**src/rtl/neuron_pkg.sv**
```systemverilog
// Shared fixed-point defaults for the neuron datapath (two's-complement Q15.16).
// Constants here describe the default format; modules derive their own from their parameters.
package neuron_pkg;
    localparam int DEF_SIGN = 1;
    localparam int DEF_Q_M  = 15;
    localparam int DEF_Q_N  = 16;
    localparam int DEF_W    = DEF_SIGN + DEF_Q_M + DEF_Q_N;

    localparam logic [DEF_W-1:0] FXP_ONE = DEF_W'(1) << DEF_Q_N;
    localparam logic [DEF_W-1:0] FXP_MAX = {1'b0, {(DEF_W-1){1'b1}}};
    localparam logic [DEF_W-1:0] FXP_MIN = {1'b1, {(DEF_W-1){1'b0}}};
endpackage

```
**src/rtl/fxp_mul.sv**
```systemverilog
// Fixed-point multiply: full signed product, floor shift by Q_N, reduce to W bits.
// NEURON_SAT_EN selects saturating reduction; otherwise the high bits are dropped (wrap).
module fxp_mul
    import neuron_pkg::*;
#(
    parameter int SIGN = DEF_SIGN,
    parameter int Q_M  = DEF_Q_M,
    parameter int Q_N  = DEF_Q_N
) (
    input  logic [SIGN+Q_M+Q_N-1:0] a,
    input  logic [SIGN+Q_M+Q_N-1:0] b,
    output logic [SIGN+Q_M+Q_N-1:0] p
);
    localparam int W = SIGN + Q_M + Q_N;

    logic signed [2*W-1:0] prod;

    assign prod = $signed({{W{a[W-1]}}, a}) * $signed({{W{b[W-1]}}, b});

`ifdef NEURON_SAT_EN
    localparam logic signed [2*W-1:0] MAX_EXT = {{(W+1){1'b0}}, {(W-1){1'b1}}};
    localparam logic signed [2*W-1:0] MIN_EXT = {{(W+1){1'b1}}, {(W-1){1'b0}}};

    logic signed [2*W-1:0] shifted;

    assign shifted = prod >>> Q_N;

    always_comb begin
        p = shifted[W-1:0];
        if (shifted > MAX_EXT)
            p = {1'b0, {(W-1){1'b1}}};
        else if (shifted < MIN_EXT)
            p = {1'b1, {(W-1){1'b0}}};
    end
`else
    assign p = W'(prod >>> Q_N);
`endif
endmodule

```
**src/rtl/neuron.sv**
```systemverilog
// Two-input perceptron with bias: three fixed-point products, summed, step-activated, registered.
// NEURON_SAT_EN selects saturating product/sum reduction; default build wraps.
module neuron
    import neuron_pkg::*;
#(
    parameter int SIGN = DEF_SIGN,
    parameter int Q_M  = DEF_Q_M,
    parameter int Q_N  = DEF_Q_N,
    parameter logic [SIGN+Q_M+Q_N-1:0] BIAS = (SIGN+Q_M+Q_N)'(32'h0001_0000)
) (
    input  logic                    clk_i,
    input  logic                    rst_i,
    input  logic [SIGN+Q_M+Q_N-1:0] x1_in,
    input  logic [SIGN+Q_M+Q_N-1:0] x2_in,
    input  logic [SIGN+Q_M+Q_N-1:0] w1,
    input  logic [SIGN+Q_M+Q_N-1:0] w2,
    input  logic [SIGN+Q_M+Q_N-1:0] wb,
    output logic [SIGN+Q_M+Q_N-1:0] out
);
    localparam int W = SIGN + Q_M + Q_N;

    logic [W-1:0]          t1, t2, t_b;
    logic signed [W+1:0]   sum_ext;
    logic [W-1:0]          sum_w;
    logic                  act;
    logic                  act_q;

    fxp_mul #(.SIGN(SIGN), .Q_M(Q_M), .Q_N(Q_N)) u_mul_x1 (.a(x1_in), .b(w1), .p(t1));
    fxp_mul #(.SIGN(SIGN), .Q_M(Q_M), .Q_N(Q_N)) u_mul_x2 (.a(x2_in), .b(w2), .p(t2));
    fxp_mul #(.SIGN(SIGN), .Q_M(Q_M), .Q_N(Q_N)) u_mul_b  (.a(BIAS),  .b(wb), .p(t_b));

    // Two guard bits make the three-term sum exact before reduction.
    assign sum_ext = $signed({{2{t1[W-1]}}, t1})
                   + $signed({{2{t2[W-1]}}, t2})
                   + $signed({{2{t_b[W-1]}}, t_b});

`ifdef NEURON_SAT_EN
    localparam logic signed [W+1:0] SUM_MAX = {3'b000, {(W-1){1'b1}}};
    localparam logic signed [W+1:0] SUM_MIN = {3'b111, {(W-1){1'b0}}};

    always_comb begin
        sum_w = sum_ext[W-1:0];
        if (sum_ext > SUM_MAX)
            sum_w = {1'b0, {(W-1){1'b1}}};
        else if (sum_ext < SUM_MIN)
            sum_w = {1'b1, {(W-1){1'b0}}};
    end
`else
    assign sum_w = W'(sum_ext);
`endif

    // Strictly positive: sign clear and not zero.
    assign act = !sum_w[W-1] && (sum_w != '0);

    // No handshake: a new result is accepted every cycle and appears one edge later.
    always_ff @(posedge clk_i or posedge rst_i) begin
        if (rst_i)
            act_q <= 1'b0;
        else
            act_q <= act;
    end

    assign out = {{(W-1){1'b0}}, act_q};
endmodule

```
**config.mk**
```make
export PLATFORM = sky130hd
export DESIGN_NAME = neuron
export DESIGN_NICKNAME = d
export VERILOG_FILES = /design/src/rtl/neuron_pkg.sv /design/src/rtl/fxp_mul.sv /design/src/rtl/neuron.sv
export SDC_FILE = /design/constraint.sdc
export NUM_CORES = 2
export LEC_CHECK = 0
export CORE_AREA = 2 2 248 495
export CTS_BUF_LIST = sky130_fd_sc_hd__clkbuf_16
export DETAILED_ROUTE_END_ITERATION = 6
export DIE_AREA = 0 0 250 497
export GPL_TIMING_DRIVEN = 0
export MAX_ROUTING_LAYER = met4
export PLACE_DENSITY = 0.67
export SKIP_CTS_REPAIR_TIMING = 1
export SYNTH_ARGS = -nofsm -noshare
export SYNTH_HDL_FRONTEND = slang
export SYNTH_SLANG_ARGS = --single-unit
```
**constraint.sdc**
```tcl
create_clock -name clk_i -period 1.4 [get_ports clk_i]
set_input_delay 0.14 -clock clk_i [delete_from_list [all_inputs] [get_ports clk_i]]
set_output_delay 0.14 -clock clk_i [all_outputs]
set_load 0.03 [all_outputs]
```
==> impl_metrics.json, run 1 <==
{
  "gp_congestion": 1.15,
  "grt_pass1_wl_um": 470000,
  "track_usage_pct": 56.9,
  "synth_edf_count": 0,
  "grt_max_degree": 11,
  "outcome": "aborted with a tool error",
  "netlist_area_um2": 59900,
  "overflow": 107,
  "placed_cells": 8321,
  "post-place-ws_ps": -13340,
  "ys_ff_latch": 1,
  "ys_types": 69,
  "stop_error": "[ERROR GRT-0116] Global routing finished with congestion. Check the congestion regions in the DRC Viewer.",
  "rows": 180,
  "fp.dieW_um": 250,
  "synth_flop_cell": "dfrtp_1",
  "hpwl_um": 259000,
  "seq_area_frac_synth_pct": 0.0418,
  "ios": 194,
  "lastStage": "global routing",
  "syn_area_per_cell_um2": 9.09,
  "syn_inst": 6590,
  "initial_utilization_pct": 49.8,
  "chipHeight_um": 497,
  "ys_warn_count": 0,
  "grt_pass1_vias": 58600,
  "port_buffers": 153,
  "async_reset_ff_share_pct": 100
}
## through the flow
stage               setup TNS [ps]  cell area, um^2
global placement            -13490            63600
floorplan                    -7870            60200
detailed placement          -13340            63700
CTS                         -13380            63700
## kinds of logic after synthesis
group	synth area share, %
xor gates and xnor gates	2.28
muxes	0.0878
buffers and inverters	13.5
other	0.00626
AOI/OAI and AO/OA	2.84
DFF	0.0418
and+or+nand+nor	16.7
adders and majority gates	64.5
## per-layer routing
metal  GRT usage, %  overflow
met2           85.4        71
met3           21.7         0
met4           68.7        35
met1           50.2         1
met5              -         -
## synth_stat cells, drive strengths merged (4+ instances only)
cell / n / area share [%]
inv: 1746 / 11
a211o: 5 / 0.073
fa: 1708 / 57
ha: 356 / 7.4
nand2: 936 / 5.9
a221o: 5 / 0.084
a211oi: 7 / 0.088
o21a: 14 / 0.18
and3: 9 / 0.094
o21ai: 43 / 0.36
nand3: 14 / 0.12
buf: 38 / 0.45
xor2: 39 / 0.57
nor3: 17 / 0.14
o211ai: 5 / 0.063
xnor2: 112 / 1.6
a21boi: 4 / 0.050
a221oi: 4 / 0.088
o21bai: 13 / 0.16
and2: 875 / 9.1
a21oi: 68 / 0.57
or2: 6 / 0.063
clkbuf: 330 / 2.1
nand2b: 32 / 0.33
nor4: 6 / 0.063
nor2: 52 / 0.33
a31oi: 9 / 0.094
and4: 5 / 0.073
nor2b: 24 / 0.26
a21o: 44 / 0.55
nand4: 15 / 0.16
==> run 2: changes to the inputs <==
Settings changed: CORE_AREA 2 2 248 495 to 2 2 417 419, CTS_BUF_LIST sky130_fd_sc_hd__clkbuf_16 to default, DIE_AREA 0 0 250 497 to 0 0 419 421, MAX_ROUTING_LAYER met4 to default, PLACE_DENSITY 0.67 to default, PLACE_DENSITY_LB_ADDON from default to 0.15.
==> run 2 against run 1 <==
  * The flow now finishes, with violations (negative setup slack)
  * Synthesized cell count did not move
  * Area after synthesis is the same
==> impl_metrics.json, run 2 <==
{
  "hold_class": "in -> async",
  "crit_required_ps": 1200,
  "grt_antenna_before_repair": 36,
  "syn_inst": 6590,
  "hold_viol_final": 0,
  "synth_edf_count": 0,
  "wl_per_cell_um": 24.2,
  "worstPathMaxFanout": 10,
  "cp-start-kind": "primary input",
  "cp_top_family": "adder cells",
  "rsz0062_at_grt": "yes",
  "overflow": 0,
  "core-area_um2": 172000,
  "yosysTopAreaCell": "fa_1",
  "synthMostInstantiatedCell": "inv_1",
  "layout_common_cells": "inv_1, fa_1, nand2_1",
  "largest_reg_flops": 1,
  "final_common_cell": "inv_1",
  "violations": "negative setup slack",
  "via_per_inst": 4.83,
  "netlist.area_leader.share_pct": 57.1,
  "async_reset_ff_share_pct": 100,
  "outcome": "finished with violations",
  "instances_no_fill": 9211,
  "gp_congestion": 0.974,
  "path_class": "in -> reg",
  "placed_cells": 9098,
  "grt_pass1_vias": 47100,
  "fin_nets": 9099,
  "crit_arrival_ps": 11020,
  "rows": 153,
  "dieArea_um2": 176000,
  "route.detailed.drc": 0,
  "drt_pass1_iterations": 6,
  "cap_violations": 0,
  "setup_ws_ps": -9830,
  "fill_cells": 17600,
  "max_slew.worst_pin.slew_ps": 826,
  "port_buffers": 153,
  "finalCriticalPeriod_ps": 11230,
  "syn2layout_area_growth_pct": 13.6,
  "drtIter0Drc": 3366,
  "ys_types": 69,
  "cpMostUsedCell": "fa_1",
  "setup_viol": 1,
  "drv_slew": 0,
  "ios": 194,
  "end_kind": "flip-flop",
  "wl_um": 223000,
  "top_regs": "act_q x1",
  "cts.reportedPaths.clkPinSlew_ps": 0,
  "slew_headroom_pct": 44.5,
  "initial_utilization_pct": 34.7,
  "clock.fmax_mhz": 89.1,
  "seq_area_frac_synth_pct": 0.0418,
  "fin_crit_sh_pct": 802,
  "synth_flop_cell": "dfrtp_1",
  "grt_max_degree": 11,
  "hpwl_um": 198000,
  "synth.top_cells.by_count": "inv_1, fa_1, nand2_1",
  "ys_warn_count": 0,
  "final_layout_size_suffix_gt1_share_pct": 9.69,
  "startpoint": "x2_in[26]",
  "track_usage_pct": 25.7,
  "slowest_stage": "fa_1",
  "max_stage_delay_ps": 570,
  "ys_ff_latch": 1,
  "fp.dieW_um": 419,
  "syn_area_per_cell_um2": 9.09,
  "chipHeight_um": 421,
  "worst-path-buf-inv": 9,
  "netlist_area_um2": 59900,
  "top_register": "act_q",
  "grt_pass1_wl_um": 327000,
  "synthTopCellsByArea": "fa_1, inv_1, and2_1",
  "drtAntennaViolNets": 0,
  "vias": 44500
}
-- run 2: cell counts after synthesis --
No cell type changed its count.
-- run 2: worst max path at each step --
| stage | endpoint | slack (ps) | depth (start not counted) |
|---|---|---|---|
| floorplan | act_q | -7870 | 36 |
| global placement | act_q | -14020 | 35 |
| finish | act_q | -9830 | 39 |
| global route | act_q | -10050 | 43 |
| CTS | act_q | -14000 | 35 |
| detailed placement | act_q | -13960 | 35 |
-- run 2: layout make-up --
| cell class | instances | area [um^2] | share of cell area [%] |
|---|---|---|---|
| Multi-Input combinational cell | 4505 | 52600 | 77.4 |
| Sequential cell | 1 | 25.0 | 0.0368 |
| Timing Repair Buffer | 251 | 2290 | 3.37 |
| Antenna cell | 15 | 37.5 | 0.0552 |
| Inverter | 1746 | 6560 | 9.65 |
| Buffer | 368 | 3540 | 5.20 |
| Tap cell | 2325 | 2910 | 4.28 |
-- run 2: logic make-up (layout without fill, tap and decap cells) --
group,after synthesis,after routing,share of synthesized area [%]
compound gates,254,254,2.84
mux,5,5,0.0878
buf+inv,2114,2365,13.5
flops,1,1,0.0418
fa+ha+maj,2064,2064,64.5
simple gates,1998,1998,16.7
xor+xnor,153,153,2.28
other cells,1,46,0.00626
-- run 2: through the flow --
step	hold WS (ps)	util, %	TNS [ps]	worst slack, ps	cell area (um^2)
5_1_grt	294	39.4	-10050	-10050	68000
4_1_cts	290	37.5	-14010	-14000	64600
3_5_place_dp	290	37.5	-13970	-13960	64600
6_report	284	39.4	-9830	-9830	68000
2_1_floorplan	-131	-	-7870	-7870	60200
3_3_place_gp	289	37.5	-14040	-14020	64600
-- run 2: per-layer routing --
metal,routed length (um),GRT usage (%),vias to the layer above
met5,29,0,-
met4,8010,6.64,6
met3,16200,3.16,251
met2,101000,40.4,1561
met1,97400,37.4,23600
li1,-,-,19100
Power of run 2 is not shown: default switching activity piles up to over one toggle a cycle in this logic, so the estimate is an artifact.
